### src/rtl/lsu_pkg.sv
// Shared types and constants for the load/store unit.
package lsu_pkg;

    typedef enum logic [1:0] {
        IDLE = 2'd0,
        REQ  = 2'd1,
        DONE = 2'd2
    } lsu_state_t;

    localparam logic [2:0] F3_B  = 3'b000;
    localparam logic [2:0] F3_H  = 3'b001;
    localparam logic [2:0] F3_W  = 3'b010;
    localparam logic [2:0] F3_BU = 3'b100;
    localparam logic [2:0] F3_HU = 3'b101;

    // Legal funct3 encodings: stores only have signed widths, loads add the unsigned variants.
    function automatic logic f3_legal(input logic is_store, input logic [2:0] f3);
        logic ok;
        case (f3)
            F3_B, F3_H, F3_W: ok = 1'b1;
            F3_BU, F3_HU:     ok = !is_store;
            default:          ok = 1'b0;
        endcase
        return ok;
    endfunction

endpackage

### src/rtl/my_lsu_if.sv
// Word-wide handshaked data-memory bus between the LSU and memory.
interface my_lsu_if;
    logic        req;
    logic        we;
    logic [31:0] addr;
    logic [3:0]  be;
    logic [31:0] wdata;
    logic        ack;
    logic [31:0] rdata;

    modport master (
        output req, we, addr, be, wdata,
        input  ack, rdata
    );

    modport slave (
        input  req, we, addr, be, wdata,
        output ack, rdata
    );
endinterface

### src/rtl/lsu_align.sv
// Combinational lane logic: legality/alignment check, store lane
// replication with byte enables, and load byte/half extraction.
module lsu_align
    import lsu_pkg::*;
(
    input  logic        is_store,
    input  logic [2:0]  funct3,
    input  logic [1:0]  addr_lo,
    input  logic [31:0] wdata,
    output logic        illegal,
    output logic        misaligned,
    output logic [3:0]  be,
    output logic [31:0] wdata_rep,
    input  logic [2:0]  ld_funct3,
    input  logic [1:0]  ld_off,
    input  logic [31:0] ld_word,
    output logic [31:0] ld_data
);

    logic [7:0]  ld_byte_s;
    logic [15:0] ld_half_s;

    // Legality and natural-alignment check of the incoming access.
    always_comb begin
        illegal    = !f3_legal(is_store, funct3);
        misaligned = 1'b0;
        case (funct3)
            F3_H, F3_HU: misaligned = addr_lo[0];
            F3_W:        misaligned = (addr_lo != 2'b00);
            default:     misaligned = 1'b0;
        endcase
    end

    // Byte enables and lane-replicated store data; loads read the whole word.
    always_comb begin
        be        = 4'b1111;
        wdata_rep = 32'd0;
        if (is_store) begin
            case (funct3)
                F3_B: begin
                    be        = 4'b0001 << addr_lo;
                    wdata_rep = {4{wdata[7:0]}};
                end
                F3_H: begin
                    be        = 4'b0011 << addr_lo;
                    wdata_rep = {2{wdata[15:0]}};
                end
                F3_W: begin
                    be        = 4'b1111;
                    wdata_rep = wdata;
                end
                default: begin
                    be        = 4'b0000;
                    wdata_rep = 32'd0;
                end
            endcase
        end else begin
            be        = 4'b1111;
            wdata_rep = 32'd0;
        end
    end

    // Pick the addressed byte and half out of the returned word.
    always_comb begin
        ld_byte_s = 8'd0;
        case (ld_off)
            2'd0:    ld_byte_s = ld_word[7:0];
            2'd1:    ld_byte_s = ld_word[15:8];
            2'd2:    ld_byte_s = ld_word[23:16];
            2'd3:    ld_byte_s = ld_word[31:24];
            default: ld_byte_s = 8'd0;
        endcase
        if (ld_off[1]) begin
            ld_half_s = ld_word[31:16];
        end else begin
            ld_half_s = ld_word[15:0];
        end
    end

    // Sign- or zero-extend the selected lane into the write-back value.
    always_comb begin
        ld_data = 32'd0;
        case (ld_funct3)
            F3_B:    ld_data = {{24{ld_byte_s[7]}}, ld_byte_s};
            F3_BU:   ld_data = {24'd0, ld_byte_s};
            F3_H:    ld_data = {{16{ld_half_s[15]}}, ld_half_s};
            F3_HU:   ld_data = {16'd0, ld_half_s};
            F3_W:    ld_data = ld_word;
            default: ld_data = 32'd0;
        endcase
    end

endmodule

### src/rtl/my_lsu.sv
// Multi-cycle load/store unit: stalls the core while a handshaked
// word-bus access is in flight, with alignment checking and timeout.
module my_lsu
    import lsu_pkg::*;
#(
    parameter int TIMEOUT_CYCLES = 16
) (
    input  logic        clk,
    input  logic        rst,
    input  logic        mem_read,
    input  logic        mem_write,
    input  logic [2:0]  funct3,
    input  logic [31:0] addr,
    input  logic [31:0] wdata,
    output logic [31:0] rdata,
    output logic        stall,
    output logic        misaligned,
    output logic        bus_error,
    my_lsu_if.master    bus
);

    localparam int CNT_W = $clog2(TIMEOUT_CYCLES + 1);
    localparam logic [CNT_W-1:0] CNT_LAST = CNT_W'(TIMEOUT_CYCLES - 1);

    lsu_state_t      state_r;
    lsu_state_t      state_nxt_s;
    logic [31:0]     addr_r;
    logic [1:0]      off_r;
    logic [2:0]      f3_r;
    logic            we_r;
    logic [3:0]      be_r;
    logic [31:0]     wdata_r;
    logic [CNT_W-1:0] cnt_r;
    logic [31:0]     rdata_r;
    logic            err_r;

    logic            req_s;
    logic            illegal_s;
    logic            mis_raw_s;
    logic [3:0]      be_s;
    logic [31:0]     wdata_rep_s;
    logic [31:0]     ld_data_s;
    logic            accept_s;
    logic            timeout_s;
    logic            stall_s;
    logic            mis_s;
    logic            err_s;

    assign req_s = mem_read | mem_write;

    lsu_align u_align (
        .is_store   (mem_write),
        .funct3     (funct3),
        .addr_lo    (addr[1:0]),
        .wdata      (wdata),
        .illegal    (illegal_s),
        .misaligned (mis_raw_s),
        .be         (be_s),
        .wdata_rep  (wdata_rep_s),
        .ld_funct3  (f3_r),
        .ld_off     (off_r),
        .ld_word    (bus.rdata),
        .ld_data    (ld_data_s)
    );

    // Next-state and core-facing handshake outputs.
    always_comb begin
        state_nxt_s = state_r;
        stall_s     = 1'b0;
        mis_s       = 1'b0;
        err_s       = 1'b0;
        accept_s    = 1'b0;
        timeout_s   = 1'b0;
        case (state_r)
            IDLE: begin
                if (req_s) begin
                    if (illegal_s) begin
                        err_s = 1'b1;
                    end else if (mis_raw_s) begin
                        mis_s = 1'b1;
                    end else begin
                        accept_s    = 1'b1;
                        stall_s     = 1'b1;
                        state_nxt_s = REQ;
                    end
                end else begin
                    state_nxt_s = IDLE;
                end
            end
            REQ: begin
                stall_s = 1'b1;
                if (bus.ack) begin
                    state_nxt_s = DONE;
                end else if (cnt_r == CNT_LAST) begin
                    timeout_s   = 1'b1;
                    state_nxt_s = DONE;
                end else begin
                    state_nxt_s = REQ;
                end
            end
            DONE: begin
                // mem_read/mem_write here still belong to the retiring instruction.
                err_s       = err_r;
                state_nxt_s = IDLE;
            end
            default: begin
                state_nxt_s = IDLE;
            end
        endcase
    end

    // State, access latches, wait counter and result registers.
    always_ff @(posedge clk) begin
        if (rst) begin
            state_r <= IDLE;
            addr_r  <= 32'd0;
            off_r   <= 2'd0;
            f3_r    <= 3'd0;
            we_r    <= 1'b0;
            be_r    <= 4'd0;
            wdata_r <= 32'd0;
            cnt_r   <= {CNT_W{1'b0}};
            rdata_r <= 32'd0;
            err_r   <= 1'b0;
        end else begin
            state_r <= state_nxt_s;
            case (state_r)
                IDLE: begin
                    if (accept_s) begin
                        addr_r  <= {addr[31:2], 2'b00};
                        off_r   <= addr[1:0];
                        f3_r    <= funct3;
                        we_r    <= mem_write;
                        be_r    <= be_s;
                        wdata_r <= wdata_rep_s;
                        cnt_r   <= {CNT_W{1'b0}};
                    end
                    rdata_r <= 32'd0;
                    err_r   <= 1'b0;
                end
                REQ: begin
                    cnt_r <= cnt_r + CNT_W'(1);
                    if (bus.ack) begin
                        rdata_r <= we_r ? 32'd0 : ld_data_s;
                    end else if (timeout_s) begin
                        rdata_r <= 32'd0;
                        err_r   <= 1'b1;
                    end
                end
                DONE: begin
                    rdata_r <= 32'd0;
                    err_r   <= 1'b0;
                end
                default: begin
                    rdata_r <= 32'd0;
                    err_r   <= 1'b0;
                end
            endcase
        end
    end

    assign stall      = stall_s;
    assign misaligned = mis_s;
    assign bus_error  = err_s;
    assign rdata      = rdata_r;

    assign bus.req    = (state_r == REQ);
    assign bus.we     = we_r;
    assign bus.addr   = addr_r;
    assign bus.be     = be_r;
    assign bus.wdata  = wdata_r;

endmodule

### src/flat_wrapper.sv
// flat-port wrapper written by rule: the top's interface ports become plain ports
module my_lsu_flat import lsu_pkg::*;
#(
    parameter int TIMEOUT_CYCLES = 16
)
  (clk, rst, mem_read, mem_write, funct3, addr, wdata, rdata, stall, misaligned, bus_error, bus_req, bus_we, bus_addr, bus_be, bus_wdata, bus_ack, bus_rdata);
  my_lsu_if bus_i ();
  input  logic clk;
  input  logic rst;
  input  logic mem_read;
  input  logic mem_write;
  input  logic [2:0] funct3;
  input  logic [31:0] addr;
  input  logic [31:0] wdata;
  output logic [31:0] rdata;
  output logic stall;
  output logic misaligned;
  output logic bus_error;
  output wire logic [$bits(bus_i.req)-1:0] bus_req;
  output wire logic [$bits(bus_i.we)-1:0] bus_we;
  output wire logic [$bits(bus_i.addr)-1:0] bus_addr;
  output wire logic [$bits(bus_i.be)-1:0] bus_be;
  output wire logic [$bits(bus_i.wdata)-1:0] bus_wdata;
  input wire logic [$bits(bus_i.ack)-1:0] bus_ack;
  input wire logic [$bits(bus_i.rdata)-1:0] bus_rdata;
  assign bus_req = bus_i.req;
  assign bus_we = bus_i.we;
  assign bus_addr = bus_i.addr;
  assign bus_be = bus_i.be;
  assign bus_wdata = bus_i.wdata;
  assign bus_i.ack = bus_ack;
  assign bus_i.rdata = bus_rdata;
  my_lsu #(.TIMEOUT_CYCLES(TIMEOUT_CYCLES)) u_core (.clk(clk), .rst(rst), .mem_read(mem_read), .mem_write(mem_write), .funct3(funct3), .addr(addr), .wdata(wdata), .rdata(rdata), .stall(stall), .misaligned(misaligned), .bus_error(bus_error), .bus(bus_i));
endmodule
### config.mk
export PLATFORM = sky130hd
export DESIGN_NAME = my_lsu_flat
export DESIGN_NICKNAME = d
export VERILOG_FILES = /design/src/rtl/lsu_pkg.sv /design/src/rtl/my_lsu_if.sv /design/src/rtl/lsu_align.sv /design/src/rtl/my_lsu.sv /design/src/flat_wrapper.sv
export SDC_FILE = /design/constraint.sdc
export NUM_CORES = 1
export LEC_CHECK = 0
export ABC_CLOCK_PERIOD_IN_PS = 3700
export CORE_MARGIN = 8
export CORE_UTILIZATION = 41
export DETAILED_ROUTE_END_ITERATION = 10
export PLACE_DENSITY = 0.77
export SYNTH_ARGS = -nofsm -noshare
export SYNTH_HDL_FRONTEND = slang
export SYNTH_HIERARCHICAL = 1
export SYNTH_SLANG_ARGS = --single-unit
### constraint.sdc
create_clock -name clk -period 3.7 [get_ports clk]
set_clock_uncertainty 0.1 [all_clocks]
set_input_delay 1.11 -clock clk [delete_from_list [all_inputs] [get_ports clk]]
set_output_delay 1.11 -clock clk [all_outputs]
set_load 0.01 [all_outputs]
==> results of run 1 <==
cell families after synthesis:
logic type	Yosys count	share of synthesized area, %
muxes	19	3.632
buffers and inverters	76	6.461
other	1	0.06328
AOI/OAI and AO/OA	300	31.10
DFF	112	37.84
adders and majority gates	2	0.4222
and+or+nand+nor	203	20.48
stage by stage:
step	power [mW]	util [%]	TNS, ps
after floorplan	1.726	-	-52.03
after global placement	2.022	56.42	-1903
after detailed placement	2.028	56.42	-2055
after CTS	2.955	58.35	0
after global routing	3.076	58.30	0
final	2.933	58.30	0
cell usage in the layout, fill, tap and decap left out, types with 21 or more instances in the layout:
cell type	count
clkdlybuf4s50_1	197
dfxtp_1	112
a21oi_1	105
nand3b_1	62
o21ai_1	62
nand2_1	47
o21ai_0	43
a22o_1	32
nand2b_1	25
buf_4	23
nor2_1	21
worst max-delay path: stages:
cell,delay (ps)
clkdlybuf4s50_1,420
a32o_2,280
nor4_4,260
o21ai_2,130
nand2_2,90
buf_6,110
state kept, by name, indices dropped and copies added, names as in the netlist:
signal and flops:
u_core/bus.addr 30, u_core/bus.be 4, u_core/bus.wdata 32, u_core/bus.we 1
u_core/cnt_r 5, u_core/err_r 1, u_core/f3_r 3, u_core/off_r 2
u_core/rdata 32, u_core/state_r 2
timing repair:
item	in CTS	in global routing
setup endpoints to repair	3	2
gates resized for setup	24	8
pin swaps	2	2
endpoints found under the hold margin	0	0
per-layer routing:
layer / GRT usage (%) / wire length [um]
met4: 5.064 / 239
met3: 7.576 / 1780
met5: 0 / 0
met1: 25.81 / 8410
met2: 31.75 / 8945
worst min-delay path by stage:
stage / to / cells past startpoint
global route: u_core/bus.wdata[9] / 2
finish: u_core/bus.wdata[26] / 2
CTS: u_core/bus.wdata[26] / 2
floorplan: u_core/f3_r[0] / 2
detailed placement: u_core/bus.be[2] / 2
global placement: u_core/rdata[29] / 1
area by class of cell:
| cell class | count | area [um^2] |
|---|---|---|
| inverters | 5 | 18.77 |
| clock buffers | 10 | 229.0 |
| clock inverters | 5 | 41.29 |
| fillers | 1325 | 5968 |
| multi-input cells | 526 | 3362 |
| flip-flops and latches | 112 | 2242 |
| repair buffers | 229 | 2222 |
| well taps | 184 | 230.2 |
where the power goes:
part | total [mW] | internal, mW | leakage (nW) | switching, mW
sequential | 1.29 | 1.25 | 0.909 | 0.0349
clock | 0.929 | 0.462 | 0.131 | 0.468
combinational | 0.716 | 0.345 | 1.88 | 0.371
==> impl_metrics.tcl, run 1 <==
set metrics [dict create \
    hold_viol_final 0 \
    hold_class "reg -> reg" \
    synth_common_cells "dfxtp_1, a21oi_1, o21ai_1" \
    antenna_found_initial 0 \
    timing.hold.ws_ps 376.9 \
    wirelength_um 19380 \
    r2r_setup_slack_ps 1290 \
    diodes 0 \
    worstSkewPairLatency_ps 360 \
    critical_path.endpoint "stall" \
    dp_slack_ps -710.1 \
    ctsRootBufferMaster "clkbuf_16" \
    cts_max_level 3 \
    drc 0 \
    grt_setup_unrepaired "false" \
    grt_use_total_pct 20.29 \
    synth_area_um2 5926 \
    path_max_fanout 3 \
    max_cap_viol_count 0 \
    cts_tree "built" \
    cts_setup_buffers 0 \
    clkSlewWorstSetupHoldPaths_ps 80 \
    grt_overflow_total 0 \
    core_area_um2 14310 \
    r2r_end "u_core/rdata[17]" \
    critPathKind "in -> out" \
    crit_path_end_kind "output pin" \
    relSlewSlack_pct 27.05 \
    p_leak_nw 2.915 \
    area_growth_pct 40.84 \
    fin_cells 1071 \
    avgSynthCellArea_um2 8.311 \
    vias 5927 \
    die_y_um 136.2 \
    synthArstFlopShare_pct 0 \
    first_pass_iters 4 \
    dieArea_um2 18560 \
    synth.distinct_cells 55 \
    dp.cells 1056 \
    ys.flop_type "dfxtp_1" \
    grt_pass1_wl_um 30170 \
    wl_per_cell_um 18.09 \
    synth.largest_area_cell "dfxtp_1" \
    via_per_inst 5.534 \
    final_area_um2 8346 \
    ir_worst_vdd_v 0.0001961 \
    worstHoldStart "u_core/bus.wdata[26]" \
    synth-edff-count 0 \
    worst_slack_ps 86.35 \
    clockBufferDepth 2 \
    finalMaxSlewViolations 0 \
    seq_area_frac_synth_pct 37.84 \
    finalCritPeriodShare_pct 97.67 \
    cts_inserted_buffers 9 \
    gp_congestion 0.8435 \
    postCtsHoldBufs 0 \
    min_period_ps 3614 \
    io_buffers 206 \
    grt_max_degree 136 \
    drtIter0Drc 432 \
    ys_ff_latch 112 \
    power_density_nw_per_um2 351.5 \
    ys_warn_count 6 \
    place_hpwl_um 13430 \
    first_global_vias 5634 \
    synth_top_cell_area_share_pct 37.84 \
    setup_viol 0 \
    nets 989 \
    r2r-start "u_core/f3_r[1]" \
    start_util_pct 41.40 \
    status "completed" \
    placed_cell_area_um2 8075 \
    required_ps 2490 \
    synth_most_common_cell "dfxtp_1" \
    r2r_cells 4 \
    crit_start "addr[0]" \
    crit_arrival_ps 2400 \
    max_freq_ghz 0.2767 \
    synthTopCellsByArea "dfxtp_1, a21oi_1, nand3b_1" \
    antenna_left 0 \
    ioPinCount 209 \
    worstSetupStartpointType "primary input" \
    rows 44 \
    post_route_cells_drive_above_1_share_pct 8.681 \
    die_w_um 136.2 \
    tightest_slew_ps 1094 \
    syn_inst 713 \
    clock_sinks 112 \
]
Power figures use the tool's default switching activity.
==> run 2: changes to the inputs <==
Settings changed: CORE_UTILIZATION 41 to 42, CTS_BUF_LIST set to sky130_fd_sc_hd__clkbuf_4, PLACE_DENSITY 0.77 to 0.78.
==> run 2 against run 1 <==
Net effect: sequential share of layout area increased by 0.45 points; highest routed layer unchanged; via count is 0.88% lower; register-to-register slack hardly changed; core utilization increased by 1.0 points; combinational power down 0.8%; die area down 2.1%; critical path depth fell by 1; first-iteration DRC count up 35%; worst setup slack better by 4.8 ps; clock power is 32% lower; total power fell by 10%.
==> impl_metrics.tcl, run 2 (synthesis results as in run 1) <==
set metrics [dict create \
    tightest_slew_ps 1087 \
    dp.cells 1053 \
    worstSetupStartpointType "primary input" \
    first_pass_iters 5 \
    io_buffers 206 \
    grt_max_degree 136 \
    die_y_um 134.8 \
    wirelength_um 19450 \
    place_hpwl_um 13520 \
    grt_pass1_wl_um 29910 \
    ioPinCount 209 \
    r2r_end "u_core/rdata[25]" \
    clkSlewWorstSetupHoldPaths_ps 190 \
    fill_cells 1273 \
    crit_arrival_ps 2400 \
    r2r_cells 3 \
    min_period_ps 3609 \
    post_route_cells_drive_above_1_share_pct 8.784 \
    clock_sinks 112 \
    nets 989 \
    cts_max_level 3 \
    postCtsHoldBufs 0 \
    vias 5875 \
    p_int_mw 1.761 \
    first_global_vias 5458 \
    grt_setup_unrepaired "false" \
    r2r_setup_slack_ps 1280 \
    seqPwrFrac_pct 49.2 \
    diodes 0 \
    power_density_nw_per_um2 321.8 \
    max_cap_viol_count 0 \
    setup_viol 0 \
    start_util_pct 42.86 \
    hold_depth 2 \
    p_leak_nw 2.847 \
    dieArea_um2 18170 \
    ir_worst_vdd_v 0.0002037 \
    tns_ps 0 \
    multi_input_area_um2 3362 \
    finalMaxSlewViolations 0 \
    fin_cells 1068 \
    grt_use_total_pct 20.44 \
    wl_per_cell_um 18.21 \
    max_freq_ghz 0.2771 \
    clockBufferDepth 2 \
    drtIter0Drc 582 \
    required_ps 2490 \
    die_w_um 134.8 \
    drc 0 \
    antenna_found_initial 0 \
    layout_common_cells "clkdlybuf4s50_1, dfxtp_1, a21oi_1" \
    path_max_fanout 2 \
    switchingPower_mw 0.8795 \
    core_area_um2 13830 \
    finalCritPeriodShare_pct 97.54 \
    r2r-start "u_core/f3_r[0]" \
    via_per_inst 5.501 \
    hold_viol_final 0 \
    hold_class "reg -> reg" \
    p_clk_share_pct 23.9 \
    area_growth_pct 38.49 \
    grt_overflow_total 0 \
    critPathKind "in -> out" \
    relSlewSlack_pct 27.50 \
    crit_start "mem_read" \
    final_common_cell "clkdlybuf4s50_1" \
    worstSkewPairLatency_ps 500 \
    cts_tree "built" \
    status "completed" \
    ctsRootBufferMaster "clkbuf_4" \
    p_sw_share_pct 33.31 \
    gp_congestion 0.8214 \
    rows 43 \
    antenna_left 0 \
    combPwrFrac_pct 26.9 \
    register_area_um2 2242 \
    crit_path_end_kind "output pin" \
    cts_inserted_buffers 9 \
    critical_path.endpoint "bus_error" \
]
-- run 2: changes by cell type in the layout (fill, tap and decap cells not counted), sizes merged --
cell / previous run / this run
inv: 7 / 9
buf: 28 / 27
clkbuf: 12 / 11
clkdlybuf4s15: 0 / 1
clkdlybuf4s50: 197 / 198
dlymetal6s2s: 1 / 0
-- run 2: power groups by stage --
stage	logic, mW	clock network (mW)	registers [mW]
after global routing	0.767	0.705	1.31
after detailed placement	0.711	0	1.32
final	0.710	0.632	1.30
after floorplan	0.398	0	1.33
after CTS	0.710	0.652	1.30
after global placement	0.706	0	1.32
-- run 2: critical path: stages --
cell	delay (ps)
clkdlybuf4s50_1	550
nor2_4	50
or3b_4	380
a21oi_1	150
buf_2	160
-- run 2: area by class of cell --
type | instances | area share (%)
clock buffers | 9 | 0.8233
clock inverters | 7 | 0.8843
inverters | 5 | 0.2287
multi-input cells | 526 | 40.97
flip-flops and latches | 112 | 27.32
well taps | 180 | 2.744
repair buffers | 229 | 27.03
-- run 2: metrics by stage --
stage          setup WS [ps]  area, um^2  power, mW  utilization (%)  hold WS (ps)
4_1_cts                16.98        8210      2.661            59.38         389.9
5_1_grt                22.15        8207      2.778            59.35         411.3
3_5_place_dp          -638.5        8078      2.033            58.42         366.5
6_report               91.18        8207      2.641            59.35         390.1
2_1_floorplan         -52.03        5954      1.726                -         353.1
3_3_place_gp          -605.0        8078      2.026            58.42         359.8
-- run 2: how the worst min path moves through the flow --
stage / slack [ps] / startpoint / endpoint
2_1_floorplan: 350 / u_core/f3_r[0] / u_core/f3_r[0]
4_1_cts: 390 / u_core/bus.be[2] / u_core/bus.be[2]
5_1_grt: 410 / u_core/bus.addr[12] / u_core/bus.addr[12]
6_report: 390 / u_core/bus.addr[12] / u_core/bus.addr[12]
3_5_place_dp: 370 / u_core/rdata[2] / u_core/rdata[2]
3_3_place_gp: 360 / u_core/rdata[27] / u_core/rdata[27]
-- run 2: what timing repair did --
action / CTS / global route
cloned: 0 / 0
pin swaps: 1 / 1
buffers inserted: 0 / 0
gates resized for setup: 19 / 8
endpoints found under the setup margin: 3 / 2
-- run 2: per-layer routing --
metal | vias up | global-route usage [%] | part of all wire (%)
li1 | 2912 | - | -
met1 | 2723 | 27.17 | 45
met2 | 215 | 31.10 | 45
met3 | 25 | 5.535 | 8.2
met4 | 0 | 7.049 | 1.7
met5 | - | 0 | 0
